--- src/rtl/serial_sub_ctrl.sv ---
// Bit-serial WIDTH-bit subtractor: one borrow cell stepped LSB first over WIDTH cycles,
// started by a start/busy/done handshake, with results held in output registers.
module serial_sub_ctrl #(
   parameter int WIDTH = 3
) (
   input  logic             clk,
   input  logic             rst,
   input  logic             start,
   input  logic [WIDTH-1:0] a,
   input  logic [WIDTH-1:0] b,
   output logic             busy,
   output logic             done,
   output logic [WIDTH-1:0] d,
   output logic             bout,
   output logic             zero
);

   localparam int CW = (WIDTH > 1) ? $clog2(WIDTH) : 1;

   typedef enum logic [1:0] {
      IDLE = 2'd0,
      RUN  = 2'd1,
      DONE = 2'd2
   } state_t;

   state_t           state_r;
   logic [WIDTH-1:0] sa_r;
   logic [WIDTH-1:0] sb_r;
   logic [WIDTH-1:0] sd_r;
   logic             br_r;
   logic [CW-1:0]    cnt_r;
   logic             busy_r;
   logic             done_r;
   logic [WIDTH-1:0] d_r;
   logic             bout_r;
   logic             zero_r;

   logic             dbit_s;
   logic             br_next_s;
   logic [WIDTH-1:0] sd_next_s;
   logic             last_s;

   function automatic logic sub_diff(input logic x, input logic y, input logic bi);
      return x ^ y ^ bi;
   endfunction

   function automatic logic sub_borrow(input logic x, input logic y, input logic bi);
      return (~x & (y | bi)) | (y & bi);
   endfunction

   // Single subtract cell on the current LSBs, plus the partial result with the new bit at the MSB.
   always_comb begin
      dbit_s    = sub_diff(sa_r[0], sb_r[0], br_r);
      br_next_s = sub_borrow(sa_r[0], sb_r[0], br_r);
      sd_next_s = {dbit_s, sd_r[WIDTH-1:1]};
      if (cnt_r == CW'(WIDTH - 1)) begin
         last_s = 1'b1;
      end else begin
         last_s = 1'b0;
      end
   end

   // Control FSM with datapath shift registers and registered handshake/result outputs.
   always_ff @(posedge clk or posedge rst) begin
      if (rst) begin
         state_r <= IDLE;
         sa_r    <= '0;
         sb_r    <= '0;
         sd_r    <= '0;
         br_r    <= 1'b0;
         cnt_r   <= '0;
         busy_r  <= 1'b0;
         done_r  <= 1'b0;
         d_r     <= '0;
         bout_r  <= 1'b0;
         zero_r  <= 1'b0;
      end else begin
         case (state_r)
            IDLE, DONE: begin
               // DONE accepts a new start exactly like IDLE, giving back-to-back operation.
               done_r <= 1'b0;
               if (start) begin
                  sa_r    <= a;
                  sb_r    <= b;
                  sd_r    <= '0;
                  br_r    <= 1'b0;
                  cnt_r   <= '0;
                  busy_r  <= 1'b1;
                  state_r <= RUN;
               end else begin
                  busy_r  <= 1'b0;
                  state_r <= IDLE;
               end
            end
            RUN: begin
               sa_r  <= sa_r >> 1;
               sb_r  <= sb_r >> 1;
               sd_r  <= sd_next_s;
               br_r  <= br_next_s;
               cnt_r <= cnt_r + CW'(1);
               if (last_s) begin
                  d_r     <= sd_next_s;
                  bout_r  <= br_next_s;
                  zero_r  <= (sd_next_s == '0);
                  busy_r  <= 1'b0;
                  done_r  <= 1'b1;
                  state_r <= DONE;
               end else begin
                  busy_r  <= 1'b1;
                  done_r  <= 1'b0;
                  state_r <= RUN;
               end
            end
            default: begin
               busy_r  <= 1'b0;
               done_r  <= 1'b0;
               state_r <= IDLE;
            end
         endcase
      end
   end

   assign busy = busy_r;
   assign done = done_r;
   assign d    = d_r;
   assign bout = bout_r;
   assign zero = zero_r;

endmodule
--- config.mk ---
export PLATFORM = sky130hd
export DESIGN_NAME = serial_sub_ctrl
export DESIGN_NICKNAME = d
export VERILOG_FILES = /design/src/rtl/serial_sub_ctrl.sv
export SDC_FILE = /design/constraint.sdc
export NUM_CORES = 1
export LEC_CHECK = 0
export CAP_MARGIN = 30
export CORE_MARGIN = 8
export CORE_UTILIZATION = 49
export DETAILED_ROUTE_END_ITERATION = 7
export PLACE_DENSITY = 0.85
export SKIP_LAST_GASP = 1
export SLEW_MARGIN = 20
export SYNTH_ARGS = -nofsm -noshare
export SYNTH_HDL_FRONTEND = slang
export SYNTH_SLANG_ARGS = --single-unit
--- constraint.sdc ---
create_clock -name clk -period 1.8 [get_ports clk]
set_clock_uncertainty 0.2 [all_clocks]
set_input_delay 0.45 -clock clk [delete_from_list [all_inputs] [get_ports clk]]
set_output_delay 0.45 -clock clk [all_outputs]
set_load 0.03 [all_outputs]
[After elaboration in Yosys (flattened, before gate mapping)]
Cells that the tools add are included.
Storage, ports and cells
  input bits: 9
  word-level logic and storage cells: 48
  output and inout port bits: 7
  bits in registers: 21
Operators by class
  $add $sub $neg: 1
  mux-type cells: 19
  equal/unequal tests: 4
  reductions and logical operators: 6
  bitwise operators: 7
Operators by type and width (count)
  3-bit case mux with 2 select lines: 3
  3-bit 2-to-1 mux: 3
  2-bit case mux with 2 select lines: 2
  1-bit 2-to-1 mux: 7
  2-bit equality test, second input constant: 2
  2-bit 2-to-1 mux: 2
  1-bit case mux with 2 select lines: 2
  2-bit AND reduction: 2
  3-bit zero test: 1
  2-bit by 1-bit adder with 2-bit output, second input constant: 1
  1-bit AND: 2
  2-bit by 1-bit equality test with 1-bit output, second input constant: 1
  2-bit zero test: 1
  2-bit != test, second input constant: 1
  1-bit OR: 2
  2-bit nonzero test: 1
  2-bit OR reduction: 1
  1-bit bitwise XOR: 2
  1-bit inverter: 1

[Longest topological paths before layout]
Gate-level depths: netlist of run 1.
  depth after elaboration: 4
  depth in mapped cells: 5
  mapped depth without buffers: 5

[Least setup slack after synthesis of run 1]
Ideal clock, no wire load.
  kind: register -> register
  start: register done (netlist name)
  end: register cnt_r[0]
  slack: 0.253 ns
  setup time: 0.125 ns
  arrival time: 1.222 ns
  period minus slack after synthesis: 1.547 ns
  buffers on the path: 1
  cell stages (with the launch flop): 5
  data required time: 1.475 ns
  cells stage by stage: dfrtp_1 > buf_6 > and2b_4 > nor2_4 > mux2_4
RTL lines
  end signal, assigned: RTL line 100  | cnt_r <= cnt_r + CW'(1);
  end, declared: RTL line 31  | logic [CW-1:0] cnt_r;

[Worst setup path in the final report of run 1]
  start: register done_r, in the netlist done
  end: output done
RTL lines
  start, declared: RTL line 33  | logic done_r;
  start signal, assigned: RTL line 73  | done_r <= 1'b0;
  start signal, assigned: RTL line 81  | done_r <= 1'b0;
  start signal, assigned: RTL line 106  | done_r <= 1'b1;
  end, declared: RTL line 12  | output logic done,
No word-level cell between the ends.

==> results of run 1 <==
-- registers in the layout, summed over array words and instances, names as in the netlist, 2 cells and up --
register,flops
cnt_r,2
sb_r,3
sa_r,3
sd_r,2
d,3
-- layout by cell type, fill, tap and decap left out, drive strengths merged, types with 2 or more instances in the layout --
cell | Yosys | layout
a21oi | 4 | 4
mux2i | 4 | 4
a211oi | 4 | 4
mux2 | 5 | 5
o2bb2ai | 2 | 2
dfrtp | 18 | 18
dlygate4sd2 | 0 | 5
inv | 5 | 5
nand2 | 2 | 2
clkbuf | 0 | 4
nor2b | 5 | 5
clkdlybuf4s50 | 0 | 8
buf | 3 | 7
a22o | 4 | 4
nor2 | 2 | 2
-- per-layer routing --
layer / track usage, % / vias up
li1: - / 273
met1: 12.65 / 269
met2: 15.76 / 15
met3: 3.091 / 2
met4: 4.286 / 0
met5: 0 / -
-- power by group --
part | internal (mW) | switching (mW)
Sequential | 0.595 | 0.178
Clock | 0.123 | 0.123
Combinational | 0.443 | 0.463
-- worst min-delay path by stage --
stage | startpoint | endpoint | slack (ns) | cells after the start
after global routing | rst | d[0]$_DFFE_PP0P_ | 0.32 | 3
after global placement | zero$_DFFE_PP0P_ | zero$_DFFE_PP0P_ | 0.26 | 2
after floorplan | rst | bout$_DFFE_PP0P_ | 0.19 | 1
after CTS | rst | sd_r[1]$_DFFE_PP0P_ | 0.26 | 3
after detailed placement | zero$_DFFE_PP0P_ | zero$_DFFE_PP0P_ | 0.27 | 2
final | rst | sb_r[0]$_DFFE_PP0P_ | 0.26 | 3
-- kinds of logic after synthesis --
family                     count (synthesis)  share of synthesized area [%]
DFF                                       18                          53.02
AOI/OAI and AO/OA                         17                          15.46
and+or+nand+nor                           12                          10.90
muxes                                      9                          11.78
buffers and inverters                      8                          5.007
adders and majority gates                  2                          3.829
-- Yosys cell counts, types with 2 or more instances --
master | n | area, µm²
dfrtp_1 | 18 | 450.4
nand2_1 | 2 | 7.510
a21oi_1 | 4 | 20.02
inv_1 | 5 | 18.77
a22o_1 | 4 | 35.03
o2bb2ai_1 | 2 | 17.52
a211oi_1 | 4 | 30.03
nor2b_1 | 4 | 25.02
mux2_1 | 3 | 33.78
mux2i_1 | 4 | 40.04
-- timing repair --
item,in CTS,in global routing
setup buffers,0,0
setup endpoints to repair,5,1
gates resized for setup,5,1
-- cell type report --
type | count | area [µm²] | share of cell area [%]
clock buffers | 4 | 36.28 | 3.420
inverters | 5 | 18.77 | 1.769
multi-input cells | 40 | 356.6 | 33.61
flip-flops and latches | 18 | 451.7 | 42.57
well taps | 17 | 21.27 | 2.005
repair buffers | 20 | 176.4 | 16.63
-- through the flow --
step | total power, mW | hold slack, ns | area, µm² | std cells | TNS (ns)
6_report | 1.926 | 0.2575 | 1061 | 104 | 0
5_1_grt | 2.067 | 0.3153 | 1061 | 104 | 0
4_1_cts | 1.945 | 0.2649 | 1060 | 104 | 0
3_5_place_dp | 1.732 | 0.2681 | 1030 | 100 | -0.03140
3_3_place_gp | 1.701 | 0.2609 | 1030 | 100 | 0
2_1_floorplan | 1.436 | 0.1886 | 849.6 | 66 | 0
==> results.md, run 1 <==
- Yosys synthesis warning count: 0
- Largest fanout on the critical path: 9
- R2R cell count: 3
- Vias in the first global route: 570
- GRT Total Usage: 10.13%
- Final hold violations: 0
- # H-tree levels: 1
- Worst rel slew slack: 75.94%
- Antenna-violating nets left: 0
- Most common flop cell mapped by yosys: dfrtp_1
- Final min period: 1.746 ns
- FF+latch count, synth: 18
- Die Wd: 57.64 µm
- Crit path DAT: 1.10 ns
- Global-route wire length before repair: 2684 µm
- Post-synthesis async set-or-reset flop share: 100.0%
- CP required: 1.15 ns
- Max frequency: 572.7 MHz
- Chip Height: 57.64 µm
- Routability cong.: 0.7011
- Grt total ovfl: 0
- Clock sink count: 18
- DR pass1 iterations: 4
- Mapped cell area: 849.6 µm²
- Share of cells above drive strength 1: 21.84%
- Detailed placer's ending HPWL: 1162 µm
- Crit path launch: done$_DFF_PP0_
- Vias per cell: 5.375
- Core Region: 1670 µm²
- R2R Path Start: sb_r[0]$_DFFE_PP0P_
- Delay of the slowest critical-path stage: 0.57 ns
- Clock Latency Late Sink: 0.29 ns
- CP Class: reg -> out
- CTS clk-pin slew, worst paths: 0.11 ns
- Met3 wire len: 84 µm
- Crit share post-route: 97.01%
- CP startpoint kind: flip-flop
- M1 WL: 753 µm
- Row count: 15
- CTS Root Cell: clkbuf_4
- Hold buffers post-CTS: 0
- Cells along the critical path: buf_4
- Final Core Density: 63.52%
- WL met2: 684 µm
- Die ar.: 3322 µm²
- IO Count: 16
- Avg WL per Cell: 14.74 µm
- Drt total wl: 1533 µm
- CP Capture Point: done
- Setup WS pre-CTS: -0.03140 ns
- Status: completed
- Crit end category: primary output
- WP buf/inv: 1
- CTS tree: done
- Cell count along the critical path: 1
- Initial core utilization: 50.86%
- Reg2Reg Capture Point: zero$_DFFE_PP0P_
- Clock Tree Buf Depth: 2
- Final setup fails: 0
- Hold/Removal Path Class: in -> async
- Synth cell types: 26
- Fill count: 136
- Worst Tran Pin Value: 0.3609 ns
- Post-synthesis area per instance: 12.87 µm²
- Post-synthesis sequential area ratio: 53.02%
- Syn-to-layout area delta: 24.89%
- Fin worst setup slack: 0.05383 ns
- Net Count, Synth: 77
- Via count: 559
- Top sig layer: met4
- MaxCap Viol Count: 0
- # nets final: 99
- Num CTS Buffers: 3
- Register-to-register setup slack: 0.16 ns
- Critical path's slowest cell: dfrtp_1
- Pwr Density: 1815 nW/µm²
- Initial drt markers: 8
- Leak: 0.5066 nW
- RSZ-0062 raised after global routing: no
- Pin count of the biggest net entering global routing: 19
- Initial antenna violation count: 0
- Post-synthesis cell count: 66
- I/O Buffers: 15
- DRC errors left: 0
- Worst vdd ir: 0.9563 mV
- Antenna diodes: 0
- Final Max Tran Viols: 0
- Post-synth EDFFs: 0
- Crit path max-delay family: flip-flops
No activity file was read; power rests on OpenSTA's default activity.
==> inputs of run 2 (changes only) <==
- CORE_UTILIZATION: 49 -> 30
- PLACE_DENSITY: 0.85 -> 0.6
==> run 2 against run 1 <==
Net effect:
- global-route usage fell by 2.7 points
- routed wire length rose by 5.3%
- final area rose by 1.7%
- total power rose by 0.70%
- register-to-register slack barely moved
- hold slack improved by 0.012 ns
- non-clock buffer count did not move
- utilization fell by 24 points
- flip-flop and latch count did not move
- combinational power rose by 2.4%
- highest routed layer unchanged
==> results.md, run 2 (same netlist as run 1, synthesis figures left out) <==
- Status: completed (unchanged)
- Die ar.: 4791 µm² (was 3322 µm²)
- Clock Latency Late Sink: 0.29 ns (about the same)
- Hold buffers post-CTS: 0 (unchanged)
- Most frequent cells in the layout: dfrtp_1, clkdlybuf4s50_1, buf_4, inv_1, dlygate4sd2_1 (unchanged)
- Detailed placer's ending HPWL: 1256 µm (was 1162 µm)
- Largest fanout on the critical path: 2 (was 9)
- Via count: 568 (was 559)
- Final setup fails: 0 (unchanged)
- RSZ-0062 raised after global routing: no (unchanged)
- Routability cong.: 0.7834 (was 0.7011)
- Post-CTS Setup Repair Bufs: 0 (unchanged)
- Grt total ovfl: 0 (unchanged)
- Pin count of the biggest net entering global routing: 19 (unchanged)
- Die Wd: 69.22 µm (was 57.64 µm)
- Avg WL per Cell: 13.69 µm (was 14.74 µm)
- Core Region: 2734 µm² (was 1670 µm²)
- Leak: 0.5072 nW (was 0.5066 nW)
- Worst Tran Pin Value: 0.3076 ns (was 0.3609 ns)
- Delay of the slowest critical-path stage: 0.40 ns (was 0.57 ns)
- Critical path's slowest cell: dlygate4sd2_1 (was dfrtp_1)
- MaxCap Viol Count: 0 (unchanged)
- CP required: 1.15 ns (about the same)
- Commonest non-fill, non-tap cell in the layout: dfrtp_1 (unchanged)
- Crit share post-route: 94.47% (was 97.01%)
- Crit path DAT: 1.05 ns (was 1.10 ns)
- Row count: 19 (was 15)
- Syn-to-layout area delta: 26.95% (was 24.89%)
- Vias per cell: 4.814 (was 5.375)
- # nets final: 99 (unchanged)
- Non-Filler Instances: 118 (was 104)
- Vias in the first global route: 648 (was 570)
- Antenna diodes: 0 (unchanged)
- Num CTS Buffers: 3 (unchanged)
- Worst vdd ir: 0.9533 mV (was 0.9563 mV)
- Setup_tns: 0 ns (unchanged)
- GRT Total Usage: 7.439% (was 10.13%)
- DR pass1 iterations: 5 (was 4)
- WP buf/inv: 1 (unchanged)
- Clock sink count: 18 (unchanged)
- CP Class: reg -> out (unchanged)
- CTS tree: done (unchanged)
- # H-tree levels: 1 (unchanged)
- Initial antenna violation count: 0 (unchanged)
- Final Max Tran Viols: 0 (unchanged)
- Final Core Density: 39.45% (was 63.52%)
- Chip Height: 69.22 µm (was 57.64 µm)
- Final hold violations: 0 (unchanged)
- Cells along the critical path: dlygate4sd2_1 (was buf_4)
- CTS clk-pin slew, worst paths: 0.10 ns (was 0.11 ns)
- I/O Buffers: 15 (unchanged)
- Crit end category: primary output (unchanged)
- Share of cells above drive strength 1: 21.84% (unchanged)
- Dpl cells: 114 (was 100)
- Pwr Density: 1798 nW/µm² (was 1815 nW/µm²)
- Max frequency: 588.1 MHz (was 572.7 MHz)
- Antenna-violating nets left: 0 (unchanged)
- Initial drt markers: 22 (was 8)
- Initial core utilization: 31.08% (was 50.86%)
- DRC errors left: 0 (unchanged)
- Hold/Removal Path Class: in -> async (unchanged)
- Drt total wl: 1615 µm (was 1533 µm)
- CTS Root Cell: clkbuf_4 (unchanged)
- Global-route wire length before repair: 2980 µm (was 2684 µm)
- CP startpoint kind: flip-flop (unchanged)
- IO Count: 16 (unchanged)
- Crit path max-delay family: buffers and inverters (was flip-flops)
- Clock Tree Buf Depth: 2 (unchanged)
- Final min period: 1.700 ns (was 1.746 ns)
- Worst rel slew slack: 79.58% (was 75.94%)
## run 2: final cells by class
type / instances / area (µm²)
timing repair buffer: 20 / 176.4
sequential: 18 / 451.7
multi-input combinational: 40 / 356.6
inverter: 5 / 18.77
fill: 260 / 1655
tap: 31 / 38.79
clock buffer: 4 / 36.28
## run 2: metal layers
| metal | routed length, µm | part of all wire (%) | track usage [%] |
|---|---|---|---|
| met4 | 21 | 1.3 | 2.733 |
| met1 | 758 | 47 | 8.438 |
| met5 | 0 | 0 | 0 |
| met3 | 93 | 5.8 | 3.433 |
| met2 | 742 | 46 | 11.89 |
## run 2: worst paths after layout
path                                        endpoint           startpoint  slack [ns]  cells after the start
max in group asynchronous       state_r[0]$_DFF_PP0_                  rst        0.92                      3
worst max register to register      zero$_DFFE_PP0P_  sb_r[0]$_DFFE_PP0P_        0.16                      3
min in group clk                    d[2]$_DFFE_PP0P_     d[2]$_DFFE_PP0P_        0.29                      1
worst min register to register      d[2]$_DFFE_PP0P_     d[2]$_DFFE_PP0P_        0.29                      1
worst max-delay path                            bout     bout$_DFFE_PP0P_         0.1                      1
worst min-delay path                d[2]$_DFFE_PP0P_                  rst        0.27                      3
## run 2: worst register-to-register path: stages (launching register included)
cell     delay (ns)
dfrtp_1        0.40
inv_1          0.07
fa_1           0.52
o41ai_2        0.36
## run 2: power breakdown
part	internal (mW)	leakage, nW	switching (mW)
sequential	0.596	0.223	0.170
clock	0.123	0.0210	0.122
combinational	0.450	0.263	0.478
total	1.17	0.507	0.770
## run 2: metrics by stage
step	instance area, µm²	hold slack (ns)	worst slack [ns]	power, mW
final	1079	0.2693	0.09961	1.939
after CTS	1077	0.2773	0.008457	1.971
after detailed placement	1047	0.2795	0.004035	1.753
after global placement	1047	0.2587	0.02153	1.728
after floorplan	849.6	0.1886	0.2532	1.436
after global routing	1079	0.2970	0.03301	2.109
## run 2: what timing repair did
| item | in CTS | in global routing |
|---|---|---|
| gates cloned | 0 | 0 |
| gates resized for setup | 5 | 1 |
| setup endpoints to repair | 5 | 1 |
